File: config.mk
export PLATFORM = sky130hd
export DESIGN_NAME = switch_logic_array
export DESIGN_NICKNAME = d
export VERILOG_FILES = /design/src/rtl/swlogic_pkg.sv /design/src/rtl/sw_debounce.sv /design/src/rtl/switch_logic_array.sv
export SDC_FILE = /design/constraint.sdc
export NUM_CORES = 1
export LEC_CHECK = 0
export ABC_AREA = 1
export ABC_CLOCK_PERIOD_IN_PS = 1600
export CORE_MARGIN = 3
export CORE_UTILIZATION = 40
export DETAILED_ROUTE_END_ITERATION = 7
export PLACE_DENSITY_LB_ADDON = 0.08
export SLEW_MARGIN = 5
export SYNTH_ARGS = -nofsm -noshare
export SYNTH_HDL_FRONTEND = slang
export SYNTH_SLANG_ARGS = --single-unit
File: constraint.sdc
create_clock -name clock -period 1.6 [get_ports clock]
set_input_delay 0.24 -clock clock [delete_from_list [all_inputs] [get_ports clock]]
set_output_delay 0.24 -clock clock [all_outputs]
set_load 0.02 [all_outputs]
File: src/rtl/swlogic_pkg.sv
// Shared definitions for the switch logic array: op encoding and the
// reduction helper used by every channel.
package swlogic_pkg;

    localparam int OP_W     = 2;
    localparam int MAX_SW_W = 32;

    typedef enum logic [OP_W-1:0] {
        OP_AND  = 2'd0,
        OP_OR   = 2'd1,
        OP_XOR  = 2'd2,
        OP_XNOR = 2'd3
    } swOp_t;

    // Reduces the low 'width' bits of 'bits' with the selected op.
    // Bits above 'width' are ignored.
    function automatic logic reduce_op(input logic [MAX_SW_W-1:0] bits,
                                       input swOp_t op,
                                       input int unsigned width = MAX_SW_W);
        logic andR;
        logic orR;
        logic xorR;
        andR = 1'b1;
        orR  = 1'b0;
        xorR = 1'b0;
        for (int unsigned i = 0; i < MAX_SW_W; i++) begin
            if (i < width) begin
                andR = andR & bits[i];
                orR  = orR | bits[i];
                xorR = xorR ^ bits[i];
            end
        end
        case (op)
            OP_AND:  reduce_op = andR;
            OP_OR:   reduce_op = orR;
            OP_XOR:  reduce_op = xorR;
            default: reduce_op = ~xorR;
        endcase
    endfunction

endpackage

File: src/rtl/sw_debounce.sv
// One switch bit: two-flop synchroniser followed by a debouncer that only
// accepts a new level after it has differed from the accepted level for
// DEBOUNCE_CYCLES consecutive cycles.
module sw_debounce #(
    parameter int DEBOUNCE_CYCLES = 16
) (
    input  logic clock,
    input  logic reset,
    input  logic swRaw,
    output logic swStable
);

    localparam int CNT_W = (DEBOUNCE_CYCLES < 1) ? 1 : $clog2(DEBOUNCE_CYCLES + 1);
    localparam logic [CNT_W-1:0] CNT_LAST = CNT_W'(DEBOUNCE_CYCLES - 1);

    logic             s1;
    logic             s2;
    logic [CNT_W-1:0] cnt;

    // Synchronise the raw pin, then count consecutive disagreeing cycles;
    // any cycle of agreement restarts the count so glitches are dropped.
    always_ff @(posedge clock or negedge reset) begin
        if (!reset) begin
            s1       <= 1'b0;
            s2       <= 1'b0;
            swStable <= 1'b0;
            cnt      <= '0;
        end else begin
            s1 <= swRaw;
            s2 <= s1;
            if (s2 == swStable) begin
                cnt <= '0;
            end else if (cnt == CNT_LAST) begin
                swStable <= s2;
                cnt      <= '0;
            end else begin
                cnt <= cnt + 1'b1;
            end
        end
    end

endmodule

File: src/rtl/switch_logic_array.sv
// NUM_CH independent channels, each reducing SW_W debounced switch bits with
// a run-time selected op onto one registered LED.
// Optional feature: define SWLOGIC_TOGGLE_EN to make each LED a toggle flop
// that inverts on every rising edge of its channel's op result.
module switch_logic_array
    import swlogic_pkg::*;
#(
    parameter int NUM_CH          = 4,
    parameter int SW_W            = 2,
    parameter int DEBOUNCE_CYCLES = 16
) (
    input  logic                   clock,
    input  logic                   reset,
    input  logic [NUM_CH*SW_W-1:0] io_sw,
    input  logic [NUM_CH*OP_W-1:0] io_op,
    output logic [NUM_CH-1:0]      io_led,
    output logic [NUM_CH-1:0]      io_changed
);

    logic [NUM_CH*SW_W-1:0] stableBits;
    logic [NUM_CH-1:0]      opResult;
    logic [NUM_CH-1:0]      ledNext;
    logic                   armed;

    genvar g;
    generate
        for (g = 0; g < NUM_CH * SW_W; g++) begin : g_deb
            sw_debounce #(
                .DEBOUNCE_CYCLES(DEBOUNCE_CYCLES)
            ) u_deb (
                .clock   (clock),
                .reset   (reset),
                .swRaw   (io_sw[g]),
                .swStable(stableBits[g])
            );
        end
    endgenerate

    // Per-channel reduction of the accepted switch levels.
    always_comb begin
        opResult = '0;
        for (int c = 0; c < NUM_CH; c++) begin
            opResult[c] = reduce_op(MAX_SW_W'(stableBits[c*SW_W +: SW_W]),
                                    swOp_t'(io_op[c*OP_W +: OP_W]),
                                    SW_W);
        end
    end

`ifdef SWLOGIC_TOGGLE_EN
    logic [NUM_CH-1:0] resultQ;

    // Toggle on each 0->1 transition of the op result.
    always_comb begin
        ledNext = io_led ^ (opResult & ~resultQ);
    end

    // Previous op result, used for rising-edge detection.
    always_ff @(posedge clock or negedge reset) begin
        if (!reset) begin
            resultQ <= '0;
        end else if (armed) begin
            resultQ <= opResult;
        end
    end
`else
    // LED follows the op result directly.
    always_comb begin
        ledNext = opResult;
    end
`endif

    // LED and change-pulse registers; the first cycle after reset only arms
    // the block so io_changed can never fire on that cycle.
    always_ff @(posedge clock or negedge reset) begin
        if (!reset) begin
            armed      <= 1'b0;
            io_led     <= '0;
            io_changed <= '0;
        end else if (!armed) begin
            armed      <= 1'b1;
            io_changed <= '0;
        end else begin
            io_led     <= ledNext;
            io_changed <= ledNext ^ io_led;
        end
    end

endmodule

==> summary.md <==
| Metric | Value |
|---|---|
| Largest delay share family, worst path | buffers and inverters |
| Initial Utilization | 42.4% |
| Main area contributors after synthesis | dfrtp_1 (58%), nand2_1 (7.9%), nor2_1 (6.6%) |
| Final min period | 1550 ps |
| Crit path launch type | flip-flop |
| Crit-path max cell delay | 610 ps |
| Worst Path Arrival | 1310 ps |
| Full die area | 9030 sq um |
| WHS | 332 ps |
| Die X | 95.0 um |
| Max-cap violation count | 0 |
| Clock sinks | 73 |
| Final setup violation count | 0 |
| Overall Global Routing Usage | 13.2% |
| Layout Nets | 415 |
| Max frequency | 646 MHz |
| Number of port buffers | 25 |
| Final Non-Filler Cells | 485 |
| Post-synthesis sequential area ratio | 57.6% |
| Clock Tree Buf Depth | 2 |
| Starting DRT DRC Count | 71 |
| Residual DRC count | 0 |
| Number of global-route vias before repair | 2075 |
| # diodes | 0 |
| Setup Buffers After CTS | 0 |
| Reg area | 1830 sq um |
| Worst-path cell chain | clkdlybuf4s50_1 |
| RSZ-0062 raised after global routing | false |
| Vias | 2180 |
| IO Pins | 26 |
| Setup crit end kind | primary output |
| Wire per inst | 10.7 um |
| Pleak | 1.83 nW |
| Power, Total | 0.00404 W |
| Layout cells sized above 1 | 5.44% |
| Met2 wire len | 2370 um |
| Clock skew | 7.81 ps |
| Rows | 31 |
| CTS tree | yes |
| First-pass GRT wire length | 9080 um |
| Root buffer cell | clkbuf_8 |
| Setup_tns | 0 ps |
| Final hold viol count | 0 |
| DP Wirelength | 3710 um |
| #FFs+latches synth | 73 |
| WL final | 5170 um |
| TritonCTS Buffers | 9 |
| Fin. max-slew vios | 0 |
| Final ANT Viol Nets | 0 |
| Area leader, netlist | dfrtp_1 |
| Initial antenna violation count | 0 |
| Uppermost routed layer | met4 |
| Fillers | 691 |
| Skew-Pair Late Insertion Delay | 340 ps |
| GRT overflow | 0 |
| Tcrit/Tclk final | 96.7% |
| DR pass1 iterations | 4 |
| Setup Crit Path Kind | flip-flop to primary output |
| Core area | 7490 sq um |
| Yosys warning total | 0 |
| Height of the die | 95.0 um |
| Area of the multi-input gates | 1160 sq um |
| Largest net degree at the start of global routing | 74 |
| Distinct cell type count after synthesis | 15 |
| Worst Hold Class | primary input to flip-flop |
| Total routed wire length on the met1 layer | 2510 um |
| Yosys top cell area share | 57.6% |
| Via density per instance | 4.49 |
| Routability congestion estimate | 0.751 |
| Data required, critical path | 1360 ps |
| Buffers & Inverters on Critical Path | 1 |
| Power Density | 1060 nW/um^2 |
| Mean Syn Cell Area | 9.24 sq um |
| Status | finished, final reports clean |
| Synth-to-Final Area Change | 20.2% |
| Placed cell count | 468 |
| Worst vdd ir | 0.000484 V |
| CTS clock-pin slew for the worst setup and hold paths | 80 ps |
| H-tree depth | 3 |
| CP max FO | 3 |
| Synth Net Count | 377 |
| Slowest CP cell | clkdlybuf4s50_1 |
| Met3 WL | 241 um |
| Cells after Synth | 343 |
| Netlist Area Pre-Place | 3170 sq um |
-- cell usage in the layout, fill, tap and decap left out, types with 10 or more instances in the layout --
master and n:
clkbuf_8 10, dfrtp_1 73, clkdlybuf4s50_1 21, inv_1 46, nand2_1 67, nor2_1 56, ha_1 16, nand3_1 28
-- kinds of logic (layout without fill, tap and decap cells) --
| kind of cell | Yosys count | in the layout | synth area share, % |
|---|---|---|---|
| XOR/XNOR | 16 | 16 | 4.42 |
| flip-flops | 73 | 73 | 57.6 |
| AND/OR/NAND/NOR | 175 | 175 | 23.7 |
| buffers and inverters | 50 | 93 | 5.92 |
| other | 1 | 1 | 0.118 |
| adder cells (fa/ha/maj) | 16 | 16 | 6.31 |
| AO/OA/AOI/OAI | 12 | 12 | 1.89 |
-- registers in the layout, summed over array words and instances, names as in the netlist --
signal,flops
io_changed,4
io_led,4
g_deb.u_deb.s1,8
g_deb.u_deb.swStable,8
armed,1
g_deb.u_deb.cnt,40
g_deb.u_deb.s2,8
-- metal layers --
layer  vias to the layer above  global-route usage [%]
met5                         -                       0
met4                         0                    4.33
met3                         4                    4.58
met2                        36                    21.3
met1                      1000                    16.7
li1                       1140                       -
-- Yosys cell counts, drive strengths merged --
| library cell | number |
|---|---|
| xnor2 | 8 |
| nor3 | 8 |
| inv | 50 |
| nor3b | 8 |
| o21ai | 4 |
| a21oi | 8 |
| nand2 | 67 |
| xor2 | 8 |
| nand2b | 8 |
| ha | 16 |
| nand3 | 28 |
| conb | 1 |
| dfrtp | 73 |
| nor2 | 56 |
-- power breakdown --
group	internal, W	switching (W)
clock	0.00108	0.000653
sequential	0.00193	0.0000563
combinational	0.000146	0.000178
-- per-stage QoR --
step | util [%] | worst slack, ps | instance area (sq um)
floorplan | - | 408 | 3170
global placement | 47.6 | 249 | 3560
detailed placement | 47.6 | 257 | 3560
CTS | 50.9 | 27.9 | 3810
global route | 50.9 | 2.73 | 3810
finish | 50.9 | 52.5 | 3810
-- area by class of cell --
cell class / instances / share of cell area (%)
repair buffers: 27 / 7.19
flip-flops and latches: 73 / 47.9
inverters: 50 / 4.92
multi-input cells: 220 / 30.3
well taps: 99 / 3.25
clock buffers: 11 / 3.71
clock inverters: 5 / 2.69
-- path summary, 6_finish.rpt --
path	to	cells past startpoint	slack [ps]	start
setup / recovery	io_led[1]	1	50	io_led[1]
hold / removal	g_deb[2].u_deb.s1	1	330	io_sw[2]
setup reg to reg	io_changed[0]	8	270	g_deb[0].u_deb.swStable
hold reg to reg	g_deb[0].u_deb.s2	0	350	g_deb[0].u_deb.s1
max in group asynchronous	g_deb[7].u_deb.s1	3	850	reset
min in group asynchronous	g_deb[3].u_deb.cnt[2]	3	450	reset
-- repair_timing --
item,in CTS,in global routing
setup endpoints to repair,3,0
hold buffers,1,0
hold endpoints to repair,73,0
resized for setup,3,0
(Power assumes the default switching activity.)
==> patch (config.mk and constraints unchanged) <==
The parameter `NUM_CH` goes from 4 to 2.
--- a/src/rtl/switch_logic_array.sv
+++ b/src/rtl/switch_logic_array.sv
@@ -5,7 +5,7 @@
 module switch_logic_array
     import swlogic_pkg::*;
 #(
-    parameter int NUM_CH          = 4,
+    parameter int NUM_CH          = 2,
     parameter int SW_W            = 2,
     parameter int DEBOUNCE_CYCLES = 16
 ) (
Interface: changed (resized io_changed, io_led, io_op and io_sw); port bits go from 26 to 14. No check against the original RTL was run, so the function may have changed too.
==> patch against the unedited design <==
Worst setup slack better by 0.020 ns; synthesized area fell by 49%; via count down 50%; total power down 48%; cell area is 49% lower; die area down 47%; first-iteration DRC count fell by 54%; sequential cell count down 36; critical path depth is the same; final cell count shrank 50%; wire length down 53%; utilization grew 0.80 points; critical path type unchanged; critical endpoint is now io_led[0].
==> patch: results <==
{
  "p_sw_uw": 434,
  "cts_inserted_buffers": 5,
  "met2_usage": 0.172,
  "overall_routing_resource_usage": 0.120,
  "finClkSkew_ns": 0.00503,
  "max-clock-path-buffers": 2,
  "routed_wire_length_per_instance_um": 9.93,
  "synth_common_cells": "sky130_fd_sc_hd__dfrtp_1, sky130_fd_sc_hd__nand2_1, sky130_fd_sc_hd__nor2_1",
  "grt_first_pass_wirelength_um": 4490,
  "holdPathStages": 0,
  "gp_congestion": 0.710,
  "final_layout_size_suffix_gt1_frac": 0.0612,
  "r2r_slack_ns": 0.30,
  "holdCritStartpoint": "g_deb[1].u_deb.s1",
  "detailedRoute.firstPassIterationCount": 4,
  "synth.top_cells.by_area": "sky130_fd_sc_hd__dfrtp_1, sky130_fd_sc_hd__nand2_1, sky130_fd_sc_hd__nor2_1",
  "starting_drc_count_in_detailed_routing": 33,
  "via_to_cell_ratio": 4.46,
  "register_area_share_after_synthesis": 0.578,
  "globalRouteMet3Util": 0.0536,
  "power.leakage_uw": 0.000937,
  "area_share_of_fa_ha_maj_cells_after_synthesis": 0.0625,
  "synthesis.nets": 191,
  "largest_register_ffs": 20,
  "m1WireLength_um": 1160,
  "hold_slack_ns": 0.356,
  "clock_tree.htree_level_count": 2,
  "synth_compound_gate_area_share": 0.0188,
  "final_nets": 213,
  "sequential_power_uw": 1010,
  "class_of_the_worst_hold_path": "reg2reg",
  "detailed_placement_hpwl_um": 1820,
  "met3_length_um": 108,
  "holdPathEnd": "g_deb[1].u_deb.s2",
  "xor_and_xnor_fraction_of_the_mapped_netlist_area": 0.0438,
  "clkLatencyLatePin_ns": 0.29,
  "arrival_ns": 1.29,
  "grt_max_degree": 38,
  "detailroute.wirelength.met2_um": 1090,
  "gr-usage-met1": 0.150,
  "run_status": "complete, no violations"
}
==> patch: changes by cell type after synthesis, moves of 8 or more <==
cell,change
sky130_fd_sc_hd__nor2_1,-28
sky130_fd_sc_hd__nand2_1,-34
sky130_fd_sc_hd__dfrtp_1,-36
sky130_fd_sc_hd__ha_1,-8
sky130_fd_sc_hd__nand3_1,-14
sky130_fd_sc_hd__inv_1,-22
==> patch: what timing repair did <==
item / 4_1_cts / 5_1_grt
hold buffers: 1 / 0
gates resized for setup: 0 / 0
hold endpoints to repair: 37 / 0
==> patch: metrics by stage <==
stage / area (µm²) / setup slack (ns) / power, µW / utilization
after detailed placement: 1810 / 0.301 / 1200 / 0.479
after global routing: 1950 / 0.0190 / 2230 / 0.517
after CTS: 1950 / 0.0391 / 2160 / 0.517
after global placement: 1810 / 0.323 / 1190 / 0.479
final: 1950 / 0.0730 / 2110 / 0.517
after floorplan: 1600 / 0.412 / 1110 / -
==> patch: worst max path at each step <==
stage | from | slack (ns) | depth (start not counted) | to
after floorplan | g_deb[0].u_deb.swStable | 0.41 | 8 | io_changed[0]
after global placement | g_deb[0].u_deb.swStable | 0.32 | 8 | io_changed[0]
after detailed placement | g_deb[0].u_deb.swStable | 0.30 | 8 | io_changed[0]
after CTS | io_led[0] | 0.04 | 1 | io_led[0]
after global routing | io_led[0] | 0.02 | 1 | io_led[0]
final | io_led[0] | 0.07 | 1 | io_led[0]
==> patch: area by class of cell <==
| class | instances | area (µm²) |
|---|---|---|
| Clock buffer | 5 | 68.8 |
| Clock inverter | 3 | 65.1 |
| Fill cell | 346 | 1820 |
| Inverter | 26 | 97.6 |
| Multi-Input combinational cell | 110 | 578 |
| Sequential cell | 37 | 926 |
| Tap cell | 48 | 60.1 |
| Timing Repair Buffer | 15 | 155 |
